`src/rtl/sd_init_seq.sv`:
```
// SD card initialisation sequencer: walks CMD0/CMD8/CMD55+ACMD41/CMD2/CMD3/CMD7
// through an external command engine and reports card type, RCA and status.
module sd_init_seq #(
   parameter int POWERUP_CYCLES   = 2000,
   parameter int ACMD41_MAX_TRIES = 1000
) (
   input  logic        clk,
   input  logic        rst,
   input  logic        start,
   output logic        cmd_start,
   output logic [5:0]  cmd_index,
   output logic [31:0] cmd_arg,
   output logic        cmd_expect_resp,
   input  logic        cmd_ready,
   input  logic        cmd_done,
   input  logic [31:0] resp,
   input  logic        resp_timeout,
   input  logic        resp_crc_err,
   output logic        fast_clk_en,
   output logic        init_done,
   output logic        init_err,
   output logic [2:0]  err_code,
   output logic        sd_v2,
   output logic        card_ccs,
   output logic [15:0] rca
);

   localparam int PW = (POWERUP_CYCLES > 1) ? $clog2(POWERUP_CYCLES) : 1;
   localparam int TW = (ACMD41_MAX_TRIES > 1) ? $clog2(ACMD41_MAX_TRIES + 1) : 1;
   localparam logic [PW-1:0] PWR_LAST = PW'(POWERUP_CYCLES - 1);
   localparam logic [TW-1:0] TRY_MAX  = TW'(ACMD41_MAX_TRIES);

   typedef enum logic [3:0] {
      S_IDLE, S_POWERUP, S_CMD0, S_CMD8, S_CMD55, S_ACMD41,
      S_CMD2, S_CMD3, S_CMD7, S_DONE, S_ERROR
   } state_t;

   typedef enum logic {PH_ISSUE, PH_WAIT} phase_t;

   state_t        state;
   phase_t        phase;
   logic [PW-1:0] pwr_cnt;
   logic [TW-1:0] try_cnt;
   logic [TW-1:0] try_next;
   logic [5:0]    issue_index;
   logic [31:0]   issue_arg;
   logic          to_fail;
   logic          crc_fail;
   logic          resp_unused;

   assign try_next    = try_cnt + TW'(1);
   assign resp_unused = ^resp[15:12];

   // CMD8 timeout means a v1 card and R3 (ACMD41) carries no CRC, so those
   // flags are not failures there; timeout outranks a CRC error.
   assign to_fail  = resp_timeout && !(state inside {S_CMD0, S_CMD8});
   assign crc_fail = resp_crc_err && !resp_timeout && !(state inside {S_CMD0, S_ACMD41});

   always_comb begin
      issue_index = 6'd0;
      issue_arg   = 32'd0;
      case (state)
         S_CMD8: begin
            issue_index = 6'd8;
            issue_arg   = 32'h0000_01AA;
         end
         S_CMD55: begin
            issue_index = 6'd55;
            issue_arg   = {rca, 16'h0000};
         end
         S_ACMD41: begin
            issue_index = 6'd41;
            issue_arg   = 32'h00FF_8000 | {1'b0, sd_v2, 30'd0};
         end
         S_CMD2:  issue_index = 6'd2;
         S_CMD3:  issue_index = 6'd3;
         S_CMD7: begin
            issue_index = 6'd7;
            issue_arg   = {rca, 16'h0000};
         end
         default: ;
      endcase
   end

   always_ff @(posedge clk or negedge rst) begin
      if (!rst) begin
         state           <= S_IDLE;
         phase           <= PH_ISSUE;
         pwr_cnt         <= '0;
         try_cnt         <= '0;
         cmd_start       <= 1'b0;
         cmd_index       <= 6'd0;
         cmd_arg         <= 32'd0;
         cmd_expect_resp <= 1'b0;
         fast_clk_en     <= 1'b0;
         init_done       <= 1'b0;
         init_err        <= 1'b0;
         err_code        <= 3'd0;
         sd_v2           <= 1'b0;
         card_ccs        <= 1'b0;
         rca             <= 16'd0;
      end else begin
         cmd_start <= 1'b0;
         case (state)
            S_IDLE, S_DONE, S_ERROR: begin
               if (start) begin
                  state       <= S_POWERUP;
                  phase       <= PH_ISSUE;
                  pwr_cnt     <= '0;
                  try_cnt     <= '0;
                  fast_clk_en <= 1'b0;
                  init_done   <= 1'b0;
                  init_err    <= 1'b0;
                  err_code    <= 3'd0;
                  sd_v2       <= 1'b0;
                  card_ccs    <= 1'b0;
                  rca         <= 16'd0;
               end
            end
            S_POWERUP: begin
               if (pwr_cnt == PWR_LAST) begin
                  state <= S_CMD0;
                  phase <= PH_ISSUE;
               end else begin
                  pwr_cnt <= pwr_cnt + PW'(1);
               end
            end
            default: begin
               if (phase == PH_ISSUE) begin
                  cmd_index       <= issue_index;
                  cmd_arg         <= issue_arg;
                  cmd_expect_resp <= (state != S_CMD0);
                  if (cmd_ready) begin
                     cmd_start <= 1'b1;
                     phase     <= PH_WAIT;
                  end
               end else if (cmd_done) begin
                  phase <= PH_ISSUE;
                  if (to_fail) begin
                     state    <= S_ERROR;
                     init_err <= 1'b1;
                     err_code <= 3'd1;
                  end else if (crc_fail) begin
                     state    <= S_ERROR;
                     init_err <= 1'b1;
                     err_code <= 3'd2;
                  end else begin
                     case (state)
                        S_CMD0: state <= S_CMD8;
                        S_CMD8: begin
                           if (resp_timeout) begin
                              sd_v2 <= 1'b0;
                              state <= S_CMD55;
                           end else if (resp[11:0] == 12'h1AA) begin
                              sd_v2 <= 1'b1;
                              state <= S_CMD55;
                           end else begin
                              state    <= S_ERROR;
                              init_err <= 1'b1;
                              err_code <= 3'd3;
                           end
                        end
                        S_CMD55: state <= S_ACMD41;
                        S_ACMD41: begin
                           if (resp[31]) begin
                              card_ccs <= resp[30];
                              state    <= S_CMD2;
                           end else begin
                              try_cnt <= try_next;
                              if (try_next == TRY_MAX) begin
                                 state    <= S_ERROR;
                                 init_err <= 1'b1;
                                 err_code <= 3'd4;
                              end else begin
                                 state <= S_CMD55;
                              end
                           end
                        end
                        S_CMD2: state <= S_CMD3;
                        S_CMD3: begin
                           rca   <= resp[31:16];
                           state <= S_CMD7;
                        end
                        S_CMD7: begin
                           state       <= S_DONE;
                           init_done   <= 1'b1;
                           fast_clk_en <= 1'b1;
                        end
                        default: state <= S_IDLE;
                     endcase
                  end
               end
            end
         endcase
      end
   end

endmodule

```
`config.mk`:
```
export PLATFORM = sky130hd
export DESIGN_NAME = sd_init_seq
export DESIGN_NICKNAME = d
export VERILOG_FILES = /design/src/rtl/sd_init_seq.sv
export SDC_FILE = /design/constraint.sdc
export NUM_CORES = 1
export LEC_CHECK = 0
export ABC_AREA = 1
export ABC_CLOCK_PERIOD_IN_PS = 3200
export BUFFER_PORTS_ARGS = -buffer_cell sky130_fd_sc_hd__buf_4
export CAP_MARGIN = 25
export CORE_MARGIN = 2
export CORE_UTILIZATION = 40
export CTS_CLUSTER_SIZE = 20
export DETAILED_ROUTE_END_ITERATION = 8
export SYNTH_ARGS = -nofsm -noshare
export SYNTH_HDL_FRONTEND = slang
export SYNTH_SLANG_ARGS = --single-unit
```
`constraint.sdc`:
```
create_clock -name clk -period 3.2 [get_ports clk]
set_input_delay 0.16 -clock clk [delete_from_list [all_inputs] [get_ports clk]]
set_output_delay 0.16 -clock clk [all_outputs]
set_load 0.05 [all_outputs]
```
# After elaboration in Yosys (flattened, before gate mapping)
# Index checks and enable logic that the tools add are counted.
# Widths: inputs -> output; s select.
[classes] addsub=2 multipliers=0 n_div=0 order_cmp=0 n_eq_ne=24 n_shift=0 n_mux=82 bitwise_logic=3 n_reduce_logical=34
[op_table] cell="$mux 16" n=6
[op_table] cell="$pmux 32 s3" n=1
[op_table] cell="$mux 10" n=7
[op_table] cell="$mux 4" n=10
[op_table] cell="$pmux 6 s6" n=1
[op_table] cell="$mux 1" n=33
[op_table] cell="$pmux 16 s2" n=1
[op_table] cell="$pmux 4 s7" n=1
[op_table] cell="$mux 3" n=9
[op_table] cell="$reduce_and 8->1" n=3
[op_table] cell="$mux 11" n=2
[op_table] cell="$pmux 11 s2" n=1
[op_table] cell="$pmux 10 s2" n=1
[op_table] cell="$reduce_bool 2->1" n=10
[op_table] cell="$eq 4x3->1 const B" n=4
[op_table] cell="$ne 5x4->1 const B" n=3
[op_table] cell="$reduce_and 7->1" n=2
[op_table] cell="$eq 12x9->1 const B" n=1
[op_table] cell="$eq 4x4->1 const B" n=3
[op_table] cell="$pmux 1 s2" n=6
[op_table] cell="$pmux 3 s2" n=2
[op_table] cell="$add 11x1->11 const B" n=1
[op_table] cell="$eq 11x11->1 const B" n=1
[op_table] cell="$add 10x1->10 const B" n=1
[op_table] cell="other kinds (21)" n=35
[totals] regBits=89 latch_bits=0 ramBits=0 mem_bits_ro=0 in_bits=39 output_inout_bits=64 elab_cells=159 mem_count=0

# Logic depth before layout (Yosys ltp)
# Gate-level depths: netlist of run 1.
[logic_depth] word_depth=10 ltp_mapped=13 depth_no_buf=13

# Worst setup path after synthesis of run 1
# Ideal clock, no wire load.
[synth_path] path_kind="flip-flop to flip-flop" start="register state[3]" end="register try_cnt[8]" setup_time_ns=0.125 arrival_ns=1.537 required_ns=3.075 slack_ns=1.538 path_stages_with_launch=12 n_path_buf=1 period_less_slack_ns=1.662 path_cell_list="dfrtp_1 > nor2_1 > nand3_1 > nand2_4 > inv_2 > o21ai_2 > nand2_2 > nor2_4 > nand3_4 > clkinv_4 > buf_8 > o22ai_1"
[synth_between] elab_chain_len=6 elab_cells_between_ends=24 cone_classes="eq/ne (10); mux (1); bitwise (1); reduce/logical (12)"
[synth_lines] item="start: declaration" line_no="40" text="state_t state;"
[synth_lines] item="start signal: assignment" line_no="87" text="state <= S_IDLE;"
[synth_lines] item="start signal: assignment" line_no="107" text="state <= S_POWERUP;"
[synth_lines] item="start signal: assignment" line_no="122" text="state <= S_CMD0;"
[synth_lines] item="$eq 4x2->1, or another cell as far along" line_no="56, 57"
[synth_lines] item="$reduce_bool 2->1 (on tied branches)" line_no="57, 56"
[synth_lines] item="$logic_not 1->1 (on tied branches)" line_no="57, 56"
[synth_lines] item="$logic_and 1x1->1 (on tied branches)" line_no="57, 56"
[synth_lines] item="$ne 2x1->1 (no line)"
[synth_lines] item="$reduce_and 8->1 (no line)"
[synth_lines] item="end signal: assignment" line_no="169" text="try_cnt <= try_next;"
[synth_lines] item="end: declaration" line_no="43" text="logic [TW-1:0] try_cnt;"
# Parallel ways exist; a longest one is shown, timed or not.
# A chain may end at the register's enable or synchronous reset.

# Final worst setup path of run 1
[layout_path] start="register state[1]" end="register rca[5]"
[layout_between] elab_chain_len=6 elab_cells_between_ends=24 cone_classes="eq/ne (10); mux (1); bitwise (1); reduce/logical (12)"
[layout_lines] item="$eq 4x2->1, or another cell as far along" line_no="56, 57"
[layout_lines] item="$reduce_bool 2->1 (on tied branches)" line_no="57, 56"
[layout_lines] item="$logic_not 1->1 (on tied branches)" line_no="57, 56"
[layout_lines] item="$logic_and 1x1->1 (on tied branches)" line_no="57, 56"
[layout_lines] item="$ne 2x1->1 (no line)"
[layout_lines] item="$reduce_and 7->1 (no line)"
[layout_lines] item="end signal: assignment" line_no="181" text="rca <= resp[31:16];"
[layout_lines] item="end: declaration" line_no="25" text="output logic [15:0] rca"
# Parallel ways exist; a longest one is shown, timed or not.

==> results of run 1 <==
## power groups by stage
stage / registers, uW / logic, uW / clock network [uW]
floorplan: 1030 / 121 / 0
global placement: 1030 / 181 / 0
detailed placement: 1030 / 184 / 0
CTS: 1010 / 185 / 789
global route: 1020 / 210 / 831
finish: 1010 / 187 / 766
## cells in the mapped netlist (all sizes together)
library cell	count	area (um2)
buf	26	183
o22ai	5	31.3
inv	57	214
dfrtp	75	1880
nor4	2	12.5
ha	2	25.0
nor3	14	70.1
o31ai	4	30.0
o21ai	46	241
a31oi	5	46.3
nor2	56	253
conb	1	3.75
nor4b	1	8.76
clkinv	1	8.76
clkbuf	2	7.51
nand4	5	46.3
a22oi	2	15.0
xor2	5	43.8
nand2	153	602
a21oi	20	100
nand3	29	190
## cell families (layout without fill, tap and decap cells)
| group | count (synthesis) | in the layout | synth area share [%] |
|---|---|---|---|
| AND/OR/NAND/NOR | 260 | 260 | 29.5 |
| adder cells (fa/ha/maj) | 2 | 2 | 0.624 |
| flip-flops | 75 | 75 | 46.8 |
| XOR/XNOR | 5 | 5 | 1.09 |
| buffers and inverters | 86 | 166 | 10.3 |
| AO/OA/AOI/OAI | 82 | 82 | 11.6 |
| other | 1 | 10 | 0.0935 |
## area by class of cell
class                      count  area (um2)
clock buffer                   9         124
clock inverter                 7        82.6
fill                         979        4790
inverter                      58         223
multi-input combinational    359        1750
sequential                    75        1880
tap                          133         166
timing repair buffer          92         713
## worst paths after layout
| kind | startpoint | endpoint | slack, ns | cells past startpoint |
|---|---|---|---|---|
| setup / recovery | state[1] | rca[5] | 0.76 | 12 |
| hold / removal | resp[25] | rca[9] | 0.05 | 3 |
| setup reg to reg | state[1] | rca[5] | 0.76 | 12 |
| hold reg to reg | cmd_expect_resp | cmd_expect_resp | 0.50 | 2 |
| max in group asynchronous | rst | rca[15] | 2.43 | 3 |
| min in group asynchronous | rst | cmd_index[1] | 0.20 | 2 |
## flip-flops by register name, indices dropped and copies added, names as in the netlist
register and cells:
phase 1, sd_v2 1, cmd_expect_resp 1, card_ccs 1
init_err 1, pwr_cnt 11, state 4, rca 16
cmd_arg 18, cmd_start 1, init_done 1, try_cnt 10
cmd_index 6, err_code 3
## through the flow
step | worst slack [ns] | hold slack [ns]
CTS | 0.742 | 0.0398
floorplan | 1.54 | -0.136
global placement | 0.824 | 0.379
detailed placement | 0.763 | 0.372
finish | 0.761 | 0.0513
global route | 0.468 | 0.0393
## layer usage
metal / global-route usage, % / up-vias / part of all wire (%)
met2: 28.9 / 88 / 46
met1: 25.9 / 1591 / 48
li1: - / 1795 / -
met3: 3.57 / 11 / 4.5
met4: 5.31 / 0 / 1.2
met5: 0 / - / 0
## worst max-delay path: stages, from the launching register on
cell and delay (ns):
dfrtp_1 0.41, inv_1 0.17, nand2_2 0.10, nand3_2 0.10, nand2_4 0.09, inv_2 0.48, o21ai_2 0.14, nand2_2 0.15
inv_2 0.06, a31oi_4 0.12, buf_4 0.35, nand2_1 0.10, o21ai_1 0.09
==> summary.md, run 1 <==
| Metric | Value |
|---|---|
| Status | `completed` |
| LEAKAGE | `0.00260 uW` |
| Final min period | `2.44 ns` |
| 1st-pass router iterations | `4` |
| Gpl congestion | `0.874` |
| Antenna violations before repair | `0` |
| CP Max Fanout | `32` |
| Final instance area | `4940 um2` |
| Dpl cell area | `4690 um2` |
| Highest-count cells in the layout ignoring fill and taps | `nand2_1 (146), buf_4 (90), dfrtp_1 (75)` |
| Comb pwr share | `9.5%` |
| Fmax | `410 MHz` |
| CTS Buf Count | `9` |
| TritonCTS clock tree | `done` |
| Postcts setup bufs | `0` |
| DP Cell Count | `715` |
| Diode count | `0` |
| Crit path capture type | `register` |
| Antenna violation net count after detailed routing | `0` |
| Commonest non-fill, non-tap cell in the layout | `nand2_1` |
| Clock Power Share | `39.0%` |
| Via count | `3485` |
| Area Growth Syn to Fin | `23.2%` |
| Worst EP required | `3.48 ns` |
| Register area share after synthesis | `46.8%` |
| Crit path kind | `register to register` |
| Largest net degree at the start of global routing | `76` |
| Setup crit start kind | `register` |
| H-tree level count | `3` |
| Max VDD drop | `0.229 mV` |
| Util after Layout | `50.8%` |
| Root buffer cell | `clkbuf_8` |
| Core footprint | `9730 um2` |
| Slew Limit Fails | `0` |
| Fin cells | `733` |
| Total grt overflow | `0` |
| CTS clk-pin slew, worst paths | `0.10 ns` |
| DRC viols | `0` |
| Vias per inst | `4.75` |
| Nets@finish | `636` |
| Die area | `10800 um2` |
| Yosys reg bits | `75` |
| Post_cts resized | `0` |
| Sequential power share | `51.5%` |
| RSZ-0062 raised after global routing | `no` |
| Switching share of power | `27.6%` |
| Netlist cell types | `34` |
| Initial core utilization | `41.2%` |
| Setup violators final | `0` |
| Part of the cycle the worst path needs | `76.2%` |
| Yosys warns | `0` |
| DIE WIDTH | `104 um` |
| Measured slew at the worst slew-check pin | `0.635 ns` |
| Max clock buf depth | `2` |
| Final Hold Fails | `0` |
| I/O Buffers | `88` |
| Cells after synthesis | `511` |
| Global-route wire length before repair | `16.3 mm` |
| Clock skew | `0.0154 ns` |
| Cell Int Power | `1420 uW` |
| Iteration-0 DRC count of the detailed router | `134` |
| Cell Rows | `36` |
| Post-Syn Area | `4010 um2` |
| Number of max-cap violations | `0` |
| Setup TNS after final layout | `0 ns` |
| CP arrival | `2.72 ns` |
| Vias in the first global route | `3392` |
| CTS Hold Bufs | `1` |
| Syn Area/Cell | `7.85 um2` |
| WL/cell | `12.9 um` |
| # IOs | `103` |
| P_sw | `542 uW` |
| DP Wirelength | `6.95 mm` |
| Clock insertion delay at the later pin of the skew report | `0.36 ns` |
| Slew headroom | `57.6%` |
| PwrDens | `398 nW/um2` |
| Total track usage | `18.4%` |
| Worst hold path type | `primary input to register` |
| DIE HEIGHT | `104 um` |
| Layout cells sized above 1 | `23.7%` |
| Post-Route WL | `9.45 mm` |
| Power, Total | `1970 uW` |
| Clock sink count | `75` |
No activity file was read; power rests on OpenSTA's default activity.
==> run 2, diff against run 1 <==
--- a/config.mk
+++ b/config.mk
@@ -6,7 +6,7 @@
 export NUM_CORES = 1
 export LEC_CHECK = 0
 export ABC_AREA = 1
-export ABC_CLOCK_PERIOD_IN_PS = 3200
+export ABC_CLOCK_PERIOD_IN_PS = 2500
 export BUFFER_PORTS_ARGS = -buffer_cell sky130_fd_sc_hd__buf_4
 export CAP_MARGIN = 25
 export CORE_MARGIN = 2
==> constraint.sdc (replaced) <==
create_clock -name clk -period 2.5 [get_ports clk]
set_input_delay 0.125 -clock clk [delete_from_list [all_inputs] [get_ports clk]]
set_output_delay 0.125 -clock clk [all_outputs]
set_load 0.05 [all_outputs]
==> run 2 against run 1 <==
Effect of this change:
- power grew 36%
- clock-buffer cell count is the same
- non-clock buffer count grew 3
- fmax grew 17%
- largest power group unchanged
==> summary.md, run 2 (same netlist as run 1, synthesis figures left out) <==
| Metric | Value |
|---|---|
| Setup crit start kind | `register` |
| Total grt overflow | `0` |
| Max clock buf depth | `2` |
| Crit path capture type | `register` |
| Fmax | `479 MHz` |
| Highest-count cells in the layout ignoring fill and taps | `nand2_1 (146), buf_4 (93), dfrtp_1 (75)` |
| Max VDD drop | `0.297 mV` |
| Antenna violation net count after detailed routing | `0` |
| Clock Power Share | `42.4%` |
| Vias per inst | `4.77` |
| Clock insertion delay at the later pin of the skew report | `0.35 ns` |
| DP Wirelength | `7.12 mm` |
| Metal3 WL | `484 um` |
| Max reg flops | `18` |
| CP endpoint | `cmd_arg[23]` |
| Vias in the first global route | `3444` |
| Max Used Layer | `met4` |
| Dpl cell area | `4720 um2` |
| LEAKAGE | `0.00263 uW` |
| Number of max-cap violations | `0` |
| CP peak stage delay | `0.44 ns` |
| Iteration-0 DRC count of the detailed router | `129` |
| Final Hold Fails | `0` |
| Measured slew at the worst slew-check pin | `0.542 ns` |
| Area Growth Syn to Fin | `24.5%` |
| CTS Buf Count | `9` |
| DRC viols | `0` |
| Reg2reg start | `state[2]` |
| Top Registers | `cmd_arg (18), rca (16), pwr_cnt (11)` |
| Status | `completed` |
| Flip-flop and latch area | `1880 um2` |
| CP arrival | `2.31 ns` |
| Clock sink count | `75` |
| Crit path kind | `register to register` |
| Largest Register | `cmd_arg` |
| DRT met1 WL | `4.60 mm` |
| CTS clk-pin slew, worst paths | `0.08 ns` |
| Final min period | `2.09 ns` |
| Via count | `3509` |
| Root buffer cell | `clkbuf_8` |
| Util after Layout | `51.3%` |
| RSZ-0062 raised after global routing | `no` |
| Core footprint | `9730 um2` |
| Sequential power share | `48.5%` |
| Diode count | `0` |
| Die area | `10800 um2` |
| Initial core utilization | `41.2%` |
| Final WS setup | `0.412 ns` |
| Clock skew | `0.00935 ns` |
| Cell Int Power | `2010 uW` |
| Place WS | `0.436 ns` |
| Worst hold path type | `primary input to register` |
| Slew Limit Fails | `0` |
| # IOs | `103` |
| WL/cell | `13.0 um` |
| Postcts setup bufs | `0` |
| CP Max Fanout | `14` |
| 1st-pass router iterations | `4` |
| P_sw | `665 uW` |
| DIE WIDTH | `104 um` |
| Worst Setup SP | `state[2]` |
| Met2 wire length | `4.32 mm` |
| DIE HEIGHT | `104 um` |
| Worst R2R Path Depth | `8` |
| PwrDens | `535 nW/um2` |
| Global-route wire length before repair | `16.6 mm` |
| Cell Rows | `36` |
| Setup violators final | `0` |
| Worst EP required | `2.73 ns` |
| I/O Buffers | `88` |
| R2r endpoint | `cmd_arg[23]` |
| Total track usage | `18.7%` |
| Final instance area | `4990 um2` |
| Worst path slowest cell | `dfrtp_1` |
| Reg2Reg Setup Slack | `0.41 ns` |
| Largest net degree at the start of global routing | `76` |
| H-tree level count | `3` |
| Comb pwr share | `9.1%` |
| Multi-input logic area | `1750 um2` |
| Part of the cycle the worst path needs | `83.5%` |
| Slew headroom | `63.8%` |
| Commonest non-fill, non-tap cell in the layout | `nand2_1` |
| Setup TNS after final layout | `0 ns` |
| Post-Route WL | `9.52 mm` |
| TritonCTS clock tree | `done` |
| Antenna violations before repair | `0` |
| Gpl congestion | `0.884` |
| Nets@finish | `639` |
| Layout cells sized above 1 | `23.9%` |
| Switching share of power | `24.9%` |
| Most numerous cell on the critical path | `nor2_1` |
| Fillers | `961` |
| Critical path, cell by cell | `nor2_1 > inv_2 > nor2_4 > nor2_1 > nand2_1 > inv_1 > nor2_1 > a21oi_1` |
-- run 2: cell types whose count changed in the layout (fill, tap and decap cells not counted), sizes merged --
| cell | before | now |
|---|---|---|
| inv | 61 | 59 |
| bufinv | 1 | 3 |
| buf | 91 | 94 |
| clkinv | 1 | 2 |
| clkinvlp | 2 | 0 |
-- run 2: worst min path at each step --
stage / start / end / slack [ns] / cells past startpoint
finish: resp[26] / rca[10] / 0.03 / 3
floorplan: rst / card_ccs / -0.17 / 0
CTS: resp[26] / rca[10] / 0.02 / 3
detailed placement: rst / pwr_cnt[5] / 0.34 / 1
global placement: rst / pwr_cnt[5] / 0.34 / 1
global route: resp[24] / rca[8] / 0.02 / 3
-- run 2: cell type report --
type	count	area share (%)
clock inverter	6	2.26
clock buffer	9	2.48
tap	133	3.33
sequential	75	37.6
inverter	58	4.46
timing repair buffer	95	14.7
multi-input combinational	359	35.1
-- run 2: critical path: cells and delay by family (launching register included) --
family / cells / cell delay [ns]
flops: 1 / 0.44
buf+inv: 2 / 0.42
compound gates: 1 / 0.05
simple gates: 5 / 1.05
-- run 2: routing by layer --
| metal | up-vias | track usage (%) |
|---|---|---|
| met5 | - | 0 |
| li1 | 1792 | - |
| met1 | 1616 | 25.9 |
| met3 | 11 | 4.01 |
| met2 | 90 | 29.7 |
| met4 | 0 | 5.21 |
-- run 2: power by group through the flow --
stage | clock network, uW | logic (uW) | registers [uW]
4_1_cts | 1150 | 239 | 1300
5_1_grt | 1220 | 272 | 1310
3_5_place_dp | 0 | 237 | 1320
2_1_floorplan | 0 | 155 | 1310
6_report | 1130 | 242 | 1300
3_3_place_gp | 0 | 232 | 1320
-- run 2: repair_timing --
item	in CTS	in global routing
resized for setup	0	0
hold buffers	1	0
endpoints found under the hold margin	75	0
setup endpoints to repair	0	0
-- run 2: stage by stage --
step / power (uW) / std cells / hold slack [ns]
floorplan: 1470 / 520 / -0.171
global placement: 1550 / 718 / 0.341
detailed placement: 1560 / 718 / 0.336
CTS: 2690 / 734 / 0.0240
global route: 2800 / 735 / 0.0176
finish: 2670 / 735 / 0.0331
